File: src/rtl/generador_pulsos_pkg.sv
// Shared definitions for the pulse-train generator: default widths and FSM states.
package generador_pulsos_pkg;

    localparam int BITS_CANTIDAD_DEF = 8;
    localparam int BITS_ESPACIO_DEF  = 8;

    typedef enum logic [1:0] {
        REPOSO = 2'd0,
        EMITIR = 2'd1,
        ESPERA = 2'd2,
        FIN    = 2'd3
    } estado_t;

endpackage

File: src/rtl/generador_pulsos_if.sv
// Pulse-counting interface: the requester (master) starts bursts, the generator (slave) emits them.
interface generador_pulsos_if
    import generador_pulsos_pkg::*;
#(
    parameter int BITS_CANTIDAD = BITS_CANTIDAD_DEF,
    parameter int BITS_ESPACIO  = BITS_ESPACIO_DEF
) ();

    logic                     iniciar;
    logic [BITS_CANTIDAD-1:0] cantidad;
    logic [BITS_ESPACIO-1:0]  espacio;
    logic                     pausar;
    logic                     pulso;
    logic                     ocupado;
    logic                     generacion_finalizada;
    logic [BITS_CANTIDAD-1:0] pulsos_emitidos;

    modport master (
        output iniciar, cantidad, espacio, pausar,
        input  pulso, ocupado, generacion_finalizada, pulsos_emitidos
    );

    modport slave (
        input  iniciar, cantidad, espacio, pausar,
        output pulso, ocupado, generacion_finalizada, pulsos_emitidos
    );

endinterface

File: src/rtl/generador_pulsos_contador_espacio.sv
// Loadable down-counter timing the idle gap between pulses; flags when one cycle remains.
module contador_espacio
    import generador_pulsos_pkg::*;
#(
    parameter int BITS_ESPACIO = BITS_ESPACIO_DEF
) (
    input  logic                    clk,
    input  logic                    reset,
    input  logic                    cargar,
    input  logic                    decrementar,
    input  logic [BITS_ESPACIO-1:0] valor,
    output logic                    es_uno
);

    logic [BITS_ESPACIO-1:0] cuenta_reg;
    logic [BITS_ESPACIO-1:0] cuenta_next;

    // Load wins over decrement; zero is a floor so the count never wraps.
    always_comb begin
        cuenta_next = cuenta_reg;
        if (cargar) begin
            cuenta_next = valor;
        end else if (decrementar && (cuenta_reg != '0)) begin
            cuenta_next = cuenta_reg - BITS_ESPACIO'(1);
        end
    end

    always_ff @(posedge clk) begin
        if (reset) begin
            cuenta_reg <= '0;
        end else begin
            cuenta_reg <= cuenta_next;
        end
    end

    assign es_uno = (cuenta_reg == BITS_ESPACIO'(1));

endmodule

File: src/rtl/generador_pulsos.sv
// Programmable pulse-train generator: emits `cantidad` single-cycle pulses separated by `espacio` idle cycles.
module generador_pulsos
    import generador_pulsos_pkg::*;
#(
    parameter int BITS_CANTIDAD = BITS_CANTIDAD_DEF,
    parameter int BITS_ESPACIO  = BITS_ESPACIO_DEF
) (
    input  logic                clk,
    input  logic                reset,
    generador_pulsos_if.slave   bus
);

    estado_t                  estado_reg, estado_next;
    logic [BITS_CANTIDAD-1:0] cantidad_reg, cantidad_next;
    logic [BITS_CANTIDAD-1:0] emitidos_reg, emitidos_next;
    logic [BITS_ESPACIO-1:0]  espacio_reg, espacio_next;
    logic                     cargar;
    logic                     decrementar;
    logic                     espera_fin;
    logic                     ocupado_reg;
    logic                     finalizada_reg;

    contador_espacio #(
        .BITS_ESPACIO (BITS_ESPACIO)
    ) u_contador_espacio (
        .clk         (clk),
        .reset       (reset),
        .cargar      (cargar),
        .decrementar (decrementar),
        .valor       (espacio_reg),
        .es_uno      (espera_fin)
    );

    always_comb begin
        estado_next   = estado_reg;
        cantidad_next = cantidad_reg;
        espacio_next  = espacio_reg;
        emitidos_next = emitidos_reg;
        cargar        = 1'b0;
        decrementar   = 1'b0;
        case (estado_reg)
            REPOSO: begin
                if (bus.iniciar) begin
                    cantidad_next = bus.cantidad;
                    espacio_next  = bus.espacio;
                    emitidos_next = '0;
                    estado_next   = (bus.cantidad == '0) ? FIN : EMITIR;
                end
            end
            EMITIR: begin
                if (!bus.pausar) begin
                    emitidos_next = emitidos_reg + BITS_CANTIDAD'(1);
                    if (emitidos_next == cantidad_reg) begin
                        estado_next = FIN;
                    end else if (espacio_reg != '0) begin
                        cargar      = 1'b1;
                        estado_next = ESPERA;
                    end
                end
            end
            ESPERA: begin
                if (!bus.pausar) begin
                    decrementar = 1'b1;
                    if (espera_fin) begin
                        estado_next = EMITIR;
                    end
                end
            end
            FIN: begin
                estado_next = REPOSO;
            end
            default: begin
                estado_next = REPOSO;
            end
        endcase
    end

    // Status flags are registered from the next state so they line up with the state they describe.
    always_ff @(posedge clk) begin
        if (reset) begin
            estado_reg     <= REPOSO;
            cantidad_reg   <= '0;
            espacio_reg    <= '0;
            emitidos_reg   <= '0;
            ocupado_reg    <= 1'b0;
            finalizada_reg <= 1'b0;
        end else begin
            estado_reg     <= estado_next;
            cantidad_reg   <= cantidad_next;
            espacio_reg    <= espacio_next;
            emitidos_reg   <= emitidos_next;
            ocupado_reg    <= (estado_next == EMITIR) || (estado_next == ESPERA);
            finalizada_reg <= (estado_next == FIN);
        end
    end

    assign bus.pulso                 = (estado_reg == EMITIR) & ~bus.pausar;
    assign bus.ocupado               = ocupado_reg;
    assign bus.generacion_finalizada = finalizada_reg;
    assign bus.pulsos_emitidos       = emitidos_reg;

endmodule
File: src/flat_wrapper.sv
// flat-port wrapper written by rule: the top's interface ports become plain ports
module generador_pulsos_flat import generador_pulsos_pkg::*;
#(
    parameter int BITS_CANTIDAD = BITS_CANTIDAD_DEF,
    parameter int BITS_ESPACIO  = BITS_ESPACIO_DEF
)
  (clk, reset, bus_iniciar, bus_cantidad, bus_espacio, bus_pausar, bus_pulso, bus_ocupado, bus_generacion_finalizada, bus_pulsos_emitidos);
  generador_pulsos_if #(.BITS_CANTIDAD(BITS_CANTIDAD), .BITS_ESPACIO(BITS_ESPACIO)) bus_i ();
  input  logic clk;
  input  logic reset;
  input wire logic [$bits(bus_i.iniciar)-1:0] bus_iniciar;
  input wire logic [$bits(bus_i.cantidad)-1:0] bus_cantidad;
  input wire logic [$bits(bus_i.espacio)-1:0] bus_espacio;
  input wire logic [$bits(bus_i.pausar)-1:0] bus_pausar;
  output wire logic [$bits(bus_i.pulso)-1:0] bus_pulso;
  output wire logic [$bits(bus_i.ocupado)-1:0] bus_ocupado;
  output wire logic [$bits(bus_i.generacion_finalizada)-1:0] bus_generacion_finalizada;
  output wire logic [$bits(bus_i.pulsos_emitidos)-1:0] bus_pulsos_emitidos;
  assign bus_i.iniciar = bus_iniciar;
  assign bus_i.cantidad = bus_cantidad;
  assign bus_i.espacio = bus_espacio;
  assign bus_i.pausar = bus_pausar;
  assign bus_pulso = bus_i.pulso;
  assign bus_ocupado = bus_i.ocupado;
  assign bus_generacion_finalizada = bus_i.generacion_finalizada;
  assign bus_pulsos_emitidos = bus_i.pulsos_emitidos;
  generador_pulsos #(.BITS_CANTIDAD(BITS_CANTIDAD), .BITS_ESPACIO(BITS_ESPACIO)) u_core (.clk(clk), .reset(reset), .bus(bus_i));
endmodule
File: config.mk
export PLATFORM = sky130hd
export DESIGN_NAME = generador_pulsos_flat
export DESIGN_NICKNAME = d
export VERILOG_FILES = /design/src/rtl/generador_pulsos_pkg.sv /design/src/rtl/generador_pulsos_if.sv /design/src/rtl/generador_pulsos_contador_espacio.sv /design/src/rtl/generador_pulsos.sv /design/src/flat_wrapper.sv
export SDC_FILE = /design/constraint.sdc
export NUM_CORES = 1
export LEC_CHECK = 0
export ABC_AREA = 1
export CAP_MARGIN = 15
export CORE_MARGIN = 10
export CORE_UTILIZATION = 58
export CTS_CLUSTER_SIZE = 10
export DETAILED_ROUTE_END_ITERATION = 12
export PLACE_DENSITY = 0.85
export SLEW_MARGIN = 0
export SYNTH_ARGS = -nofsm -noshare
export SYNTH_HDL_FRONTEND = slang
export SYNTH_HIERARCHICAL = 1
export SYNTH_SLANG_ARGS = --single-unit
File: constraint.sdc
create_clock -name clk -period 5.7 [get_ports clk]
set_input_delay 0.57 -clock clk [delete_from_list [all_inputs] [get_ports clk]]
set_output_delay 0.57 -clock clk [all_outputs]
set_load 0.02 [all_outputs]
**Word level (Yosys, flattened, before mapping)**

Index checks and enable logic that the tools add are counted.

- Add/subtract/negate cells: 2
- Eq/ne operators: 10
- Mux-type cells: 19
- Bitwise operators: 2
- Reduce and logical (&&, ||, !) cells: 10

Operators by type and width:

| kind | count |
|---|---|
| $mux 8 | 4 |
| $pmux 8 s2 | 1 |
| $reduce_bool 8->1 | 2 |
| $mux 2 | 7 |
| $add 8x1->8 const B | 1 |
| $eq 2x2->1 const B | 4 |
| $eq 8x1->1 const B | 1 |
| $eq 8x8->1 | 1 |
| $logic_not 8->1 | 1 |
| $pmux 2 s4 | 1 |
| $sub 8x1->8 const B | 1 |
| $mux 1 | 6 |
| $eq 2x1->1 const B | 2 |
| $ne 2x2->1 const B | 2 |
| $reduce_bool 2->1 | 2 |
| $reduce_and 3->1 | 1 |
| $logic_not 2->1 | 1 |
| $reduce_and 2->1 | 1 |
| $and 1x1->1 | 1 |
| $logic_and 1x1->1 | 1 |
| $logic_or 1x1->1 | 1 |
| $not 1->1 | 1 |

- Bits in registers: 36
- Bits of input ports: 20
- Output and inout port bits: 11
- Word-level logic and storage cells: 50

**Logic depth before layout (Yosys ltp)**

- Word-level depth: 7
- Gate-level depth with buffers: 19
- Mapped depth without buffers: 17

**By module**

The synthesis kept the hierarchy.

Modules (own cells, without submodules):

| module | instances | cells each | area an instance (µm²) |
|---|---|---|---|
| generador_pulsos | 1 | 209 | 1413.9 |
| contador_espacio | 1 | 107 | 653.1 |

**Least setup slack after synthesis**

No wires, ideal clock.

- Path kind: register to register
- Start: reg u_core.emitidos_reg[1], in the netlist u_core/bus.pulsos_emitidos[1]
- End: reg u_core.u_contador_espacio.cuenta_reg[2]
- Data arrival time: 2029 ps
- Data required time: 5584 ps
- Setup slack: 3555 ps
- Stages on the path, launching flop included: 19
- Buffers on the path: 2
- Cells stage by stage: dfxtp_1 -> ha_1 -> nand2_2 -> nor2_4 -> nand2_1 -> nand2_1 -> nand2_1 -> nand3_1 -> nor2_2 -> nand2_1 -> nand2_1 -> nor2_1 -> buf_6 -> inv_2 -> clkbuf_8 -> o21ai_0 -> nand2_1 -> nand2_1 -> a21oi_1

- Longest elaborated chain between the ends: 6

RTL lines:

| what | RTL line | source |
|---|---|---|
| start: declaration | generador_pulsos.sv:15 | `logic [BITS_CANTIDAD-1:0] emitidos_reg, emitidos_next;` |
| start signal: assignment | generador_pulsos.sv:91 | `emitidos_reg <= emitidos_next;` |
| $add 8x1->8 (*) | generador_pulsos.sv:52 | `emitidos_next = emitidos_reg + BITS_CANTIDAD'(1);` |
| $eq 8x8->1 (*) | generador_pulsos.sv:53 | `if (emitidos_next == cantidad_reg) begin` |
| $mux 1 (*) | generador_pulsos.sv:53 |  |
| $mux 1 (*) | generador_pulsos.sv:51 | `if (!bus.pausar) begin` |
| $mux 1 (*) | generador_pulsos.sv:41 | `case (estado_reg)` |
| via u_core.cargar | generador_pulsos.sv:17 | `logic cargar;` |
| $mux 8 / $reduce_bool 2->1 (equally long branches) | -- |  |
| end signal: assignment | generador_pulsos_contador_espacio.sv:32 | `cuenta_reg <= cuenta_next;` |
| end: declaration | generador_pulsos_contador_espacio.sv:15 | `logic [BITS_ESPACIO-1:0] cuenta_reg;` |

Mark *: on every way through the listed nets, which the timed path passes. The rest lies on a longest branch.
A chain may end at the register's enable or synchronous reset.

**Worst setup path after layout**

- Start: reg u_core.emitidos_reg[0], in the netlist u_core/bus.pulsos_emitidos[0]
- End: reg u_core.u_contador_espacio.cuenta_reg[7]

Same word-level chain as after synthesis.

==> impl_metrics.env <==
export IMPL_cp_max_fo=13
export IMPL_area_growth_pct=17.1
export IMPL_place_gp_congestion=0.853
export IMPL_grt_ovfl_total=0
export IMPL_tightestPinTransition_ps=801
export IMPL_required_ps=5910
export IMPL_cts_sinks=36
export IMPL_synth_warnings=6
export IMPL_grt_antenna_before_repair=0
export IMPL_io_pins=31
export IMPL_seq_area_frac_synth=0.349
export IMPL_cts_tree="built"
export IMPL_fp_row_count=21
export IMPL_hp_start="u_core/cantidad_reg[3]$_SDFFE_PP0P_"
export IMPL_hold_class="flip-flop to flip-flop"
export IMPL_vias=2022
export IMPL_grt_start_max_net_pins=23
export IMPL_yosys_area_top_type="dfxtp_1"
export IMPL_drt_first_pass_iters=4
export IMPL_ant_nets=0
export IMPL_end_kind="flip-flop"
export IMPL_start_util=0.610
export IMPL_syn_area_per_cell_sq_um=6.54
export IMPL_tns_ps=0
export IMPL_synth_area_top_cells="dfxtp_1 (35%), nand2_1 (13%), nor2_1 (11%), nand3_1 (7.7%), inv_1 (5.8%)"
export IMPL_nets=369
export IMPL_worst_hold_slack_ps=494
export IMPL_grt_use_total=0.157
export IMPL_synthDominantCellAreaShare=0.349
export IMPL_path_class="flip-flop to flip-flop"
export IMPL_dp_hpwl_um=3640
export IMPL_yosysUniqueCellTypes=35
export IMPL_cts_root_buf="clkbuf_4"
export IMPL_critPathLaunch="u_core/bus.pulsos_emitidos[0]$_SDFFE_PP0P_"
export IMPL_rsz0062_at_grt="no"
export IMPL_insertedDiodeCount=0
export IMPL_h_tree_depth=2
export IMPL_grt_pass1_vias=1781
export IMPL_core_sq_um=3390
export IMPL_synth_area_sq_um=2070
export IMPL_wl_per_cell_um=12.4
export IMPL_power_per_cell_area_nw_per_um2=241
export IMPL_status="completed"
export IMPL_wl_um=4840
export IMPL_synth_seq_cells=36
export IMPL_synth_edf_count=0
export IMPL_ys_flop_type="dfxtp_1"
export IMPL_peakVddDrop_uv=164
export IMPL_syn_inst=316
export IMPL_chipHeight_um=79.7
export IMPL_die_area_sq_um=6350
export IMPL_slew_limit_headroom=0.464
export IMPL_drv_cap=0
export IMPL_max_freq_mhz=357
export IMPL_period_share=0.492
export IMPL_critical_path_arrival_ps=3010
export IMPL_p_leak_nw=1.01
export IMPL_clkLatencyLatePin_ps=330
export IMPL_setup_viol_count_final=0
export IMPL_drtIter0Drc=157
export IMPL_start_kind="flip-flop"
export IMPL_cts_buffer_depth=2
export IMPL_portBuffers=30
export IMPL_drive_gt1_frac=0.0696
export IMPL_chipWidth_um=79.7
export IMPL_fin_crit_ps=2800
export IMPL_drv_slew=0
export IMPL_syn_nets=341
export IMPL_cts_made_buffers=5
export IMPL_cts_reportedPaths_clkPinSlew_ps=110
export IMPL_finalHoldViolCount=0
export IMPL_postCtsHoldBufs=0
export IMPL_async_flop_share=0
export IMPL_drc=0
export IMPL_fin_skew_ps=8.33
export IMPL_grt_pass1_wl_um=8000
export IMPL_vias_per_cell=5.17
export IMPL_post_cts_buffers=0
export IMPL_rr_startpoint="u_core/bus.pulsos_emitidos[0]$_SDFFE_PP0P_"
export IMPL_cts_resized_gates=0
report_power, final:
part / internal, mW / switching, mW / total, mW / leakage, nW
logic: 0.0617 / 0.0917 / 0.153 / 0.678
registers: 0.271 / 0.0166 / 0.288 / 0.295
clock network: 0.0609 / 0.0814 / 0.142 / 0.0326
total: 0.394 / 0.190 / 0.584 / 1.01
per-stage QoR:
step / cell area [sq um] / util / setup WS [ps] / std cells / total power [mW]
after CTS: 2420 / 0.714 / 2920 / 391 / 0.586
after global placement: 2360 / 0.697 / 3050 / 383 / 0.440
after floorplan: 2070 / - / 3550 / 316 / 0.406
after detailed placement: 2360 / 0.697 / 2950 / 383 / 0.445
final: 2420 / 0.714 / 2900 / 391 / 0.584
after global routing: 2420 / 0.714 / 2670 / 391 / 0.624
cell families (layout without fill, tap and decap cells):
| family | after synthesis | after routing | share of synthesized area |
|---|---|---|---|
| compound gates | 42 | 42 | 0.117 |
| fa+ha+maj | 5 | 5 | 0.0303 |
| xor+xnor | 2 | 2 | 0.00848 |
| buf+inv | 44 | 73 | 0.0956 |
| simple gates | 187 | 187 | 0.400 |
| flops | 36 | 36 | 0.349 |
cell usage in the layout (no fill, tap or decap), types with 2 or more instances in the layout:
cell type and instances:
nand2_1 74, nor3_1 3, o21ai_0 18, o21bai_1 2
ha_1 5, nor2_4 3, a21oi_1 15, inv_1 32
clkbuf_1 2, nand4_1 2, nor2_2 2, nand2_2 4
dfxtp_1 36, clkdlybuf4s50_1 30, nor4_1 2, nand3_1 32
nand3b_1 2, nor2_1 59, clkbuf_4 5, nand3_2 3
layer usage:
layer | share of wire | global-route usage
met5 | 0 | 0
met1 | 0.47 | 0.197
met3 | 0.073 | 0.0608
met2 | 0.45 | 0.243
met4 | 0.0091 | 0.0430
final cells by class:
cell class / instances / area [sq um]
tap: 46 / 57.6
sequential: 36 / 721
clock buffer: 8 / 58.8
multi-input combinational: 236 / 1150
timing repair buffer: 31 / 308
fill: 306 / 968
inverter: 34 / 128
final timing paths:
path,endpoint,slack (ps),cells after the start
worst max-delay path,u_core/u_contador_espacio/cuenta_reg[7]$_SDFFE_PP0P_,2900,16
worst min-delay path,u_core/cantidad_reg[3]$_SDFFE_PP0P_,490,2
worst max register to register,u_core/u_contador_espacio/cuenta_reg[7]$_SDFFE_PP0P_,2900,16
worst min register to register,u_core/cantidad_reg[3]$_SDFFE_PP0P_,490,2
critical path, cell delays in order (launching register included):
cell and delay (ps):
dfxtp_1 530, ha_1 270, nand2_2 120, nor2_4 140
nand2_1 80, nand2_1 90, nand2_1 60, nand3_1 90
nor2_2 50, nand2_1 70, nand2_1 70, nor2_1 460
inv_2 250, nand3_2 190, nor2_1 70, nor2_1 100
nor2_1 40
cells in the mapped netlist, types with 2 or more instances:
cell / n
nand3b_1: 2
nor2_4: 3
a21oi_1: 15
nor2_2: 2
o21ai_0: 18
clkbuf_1: 4
o21bai_1: 2
nand3_2: 3
nand2_1: 74
nor3_1: 3
nor2_1: 59
clkbuf_8: 2
ha_1: 5
nand2_2: 4
inv_1: 32
nand4_1: 2
dfxtp_1: 36
nand3_1: 32
nor4_1: 2
Note: power is estimated with default switching activity, not from simulation.
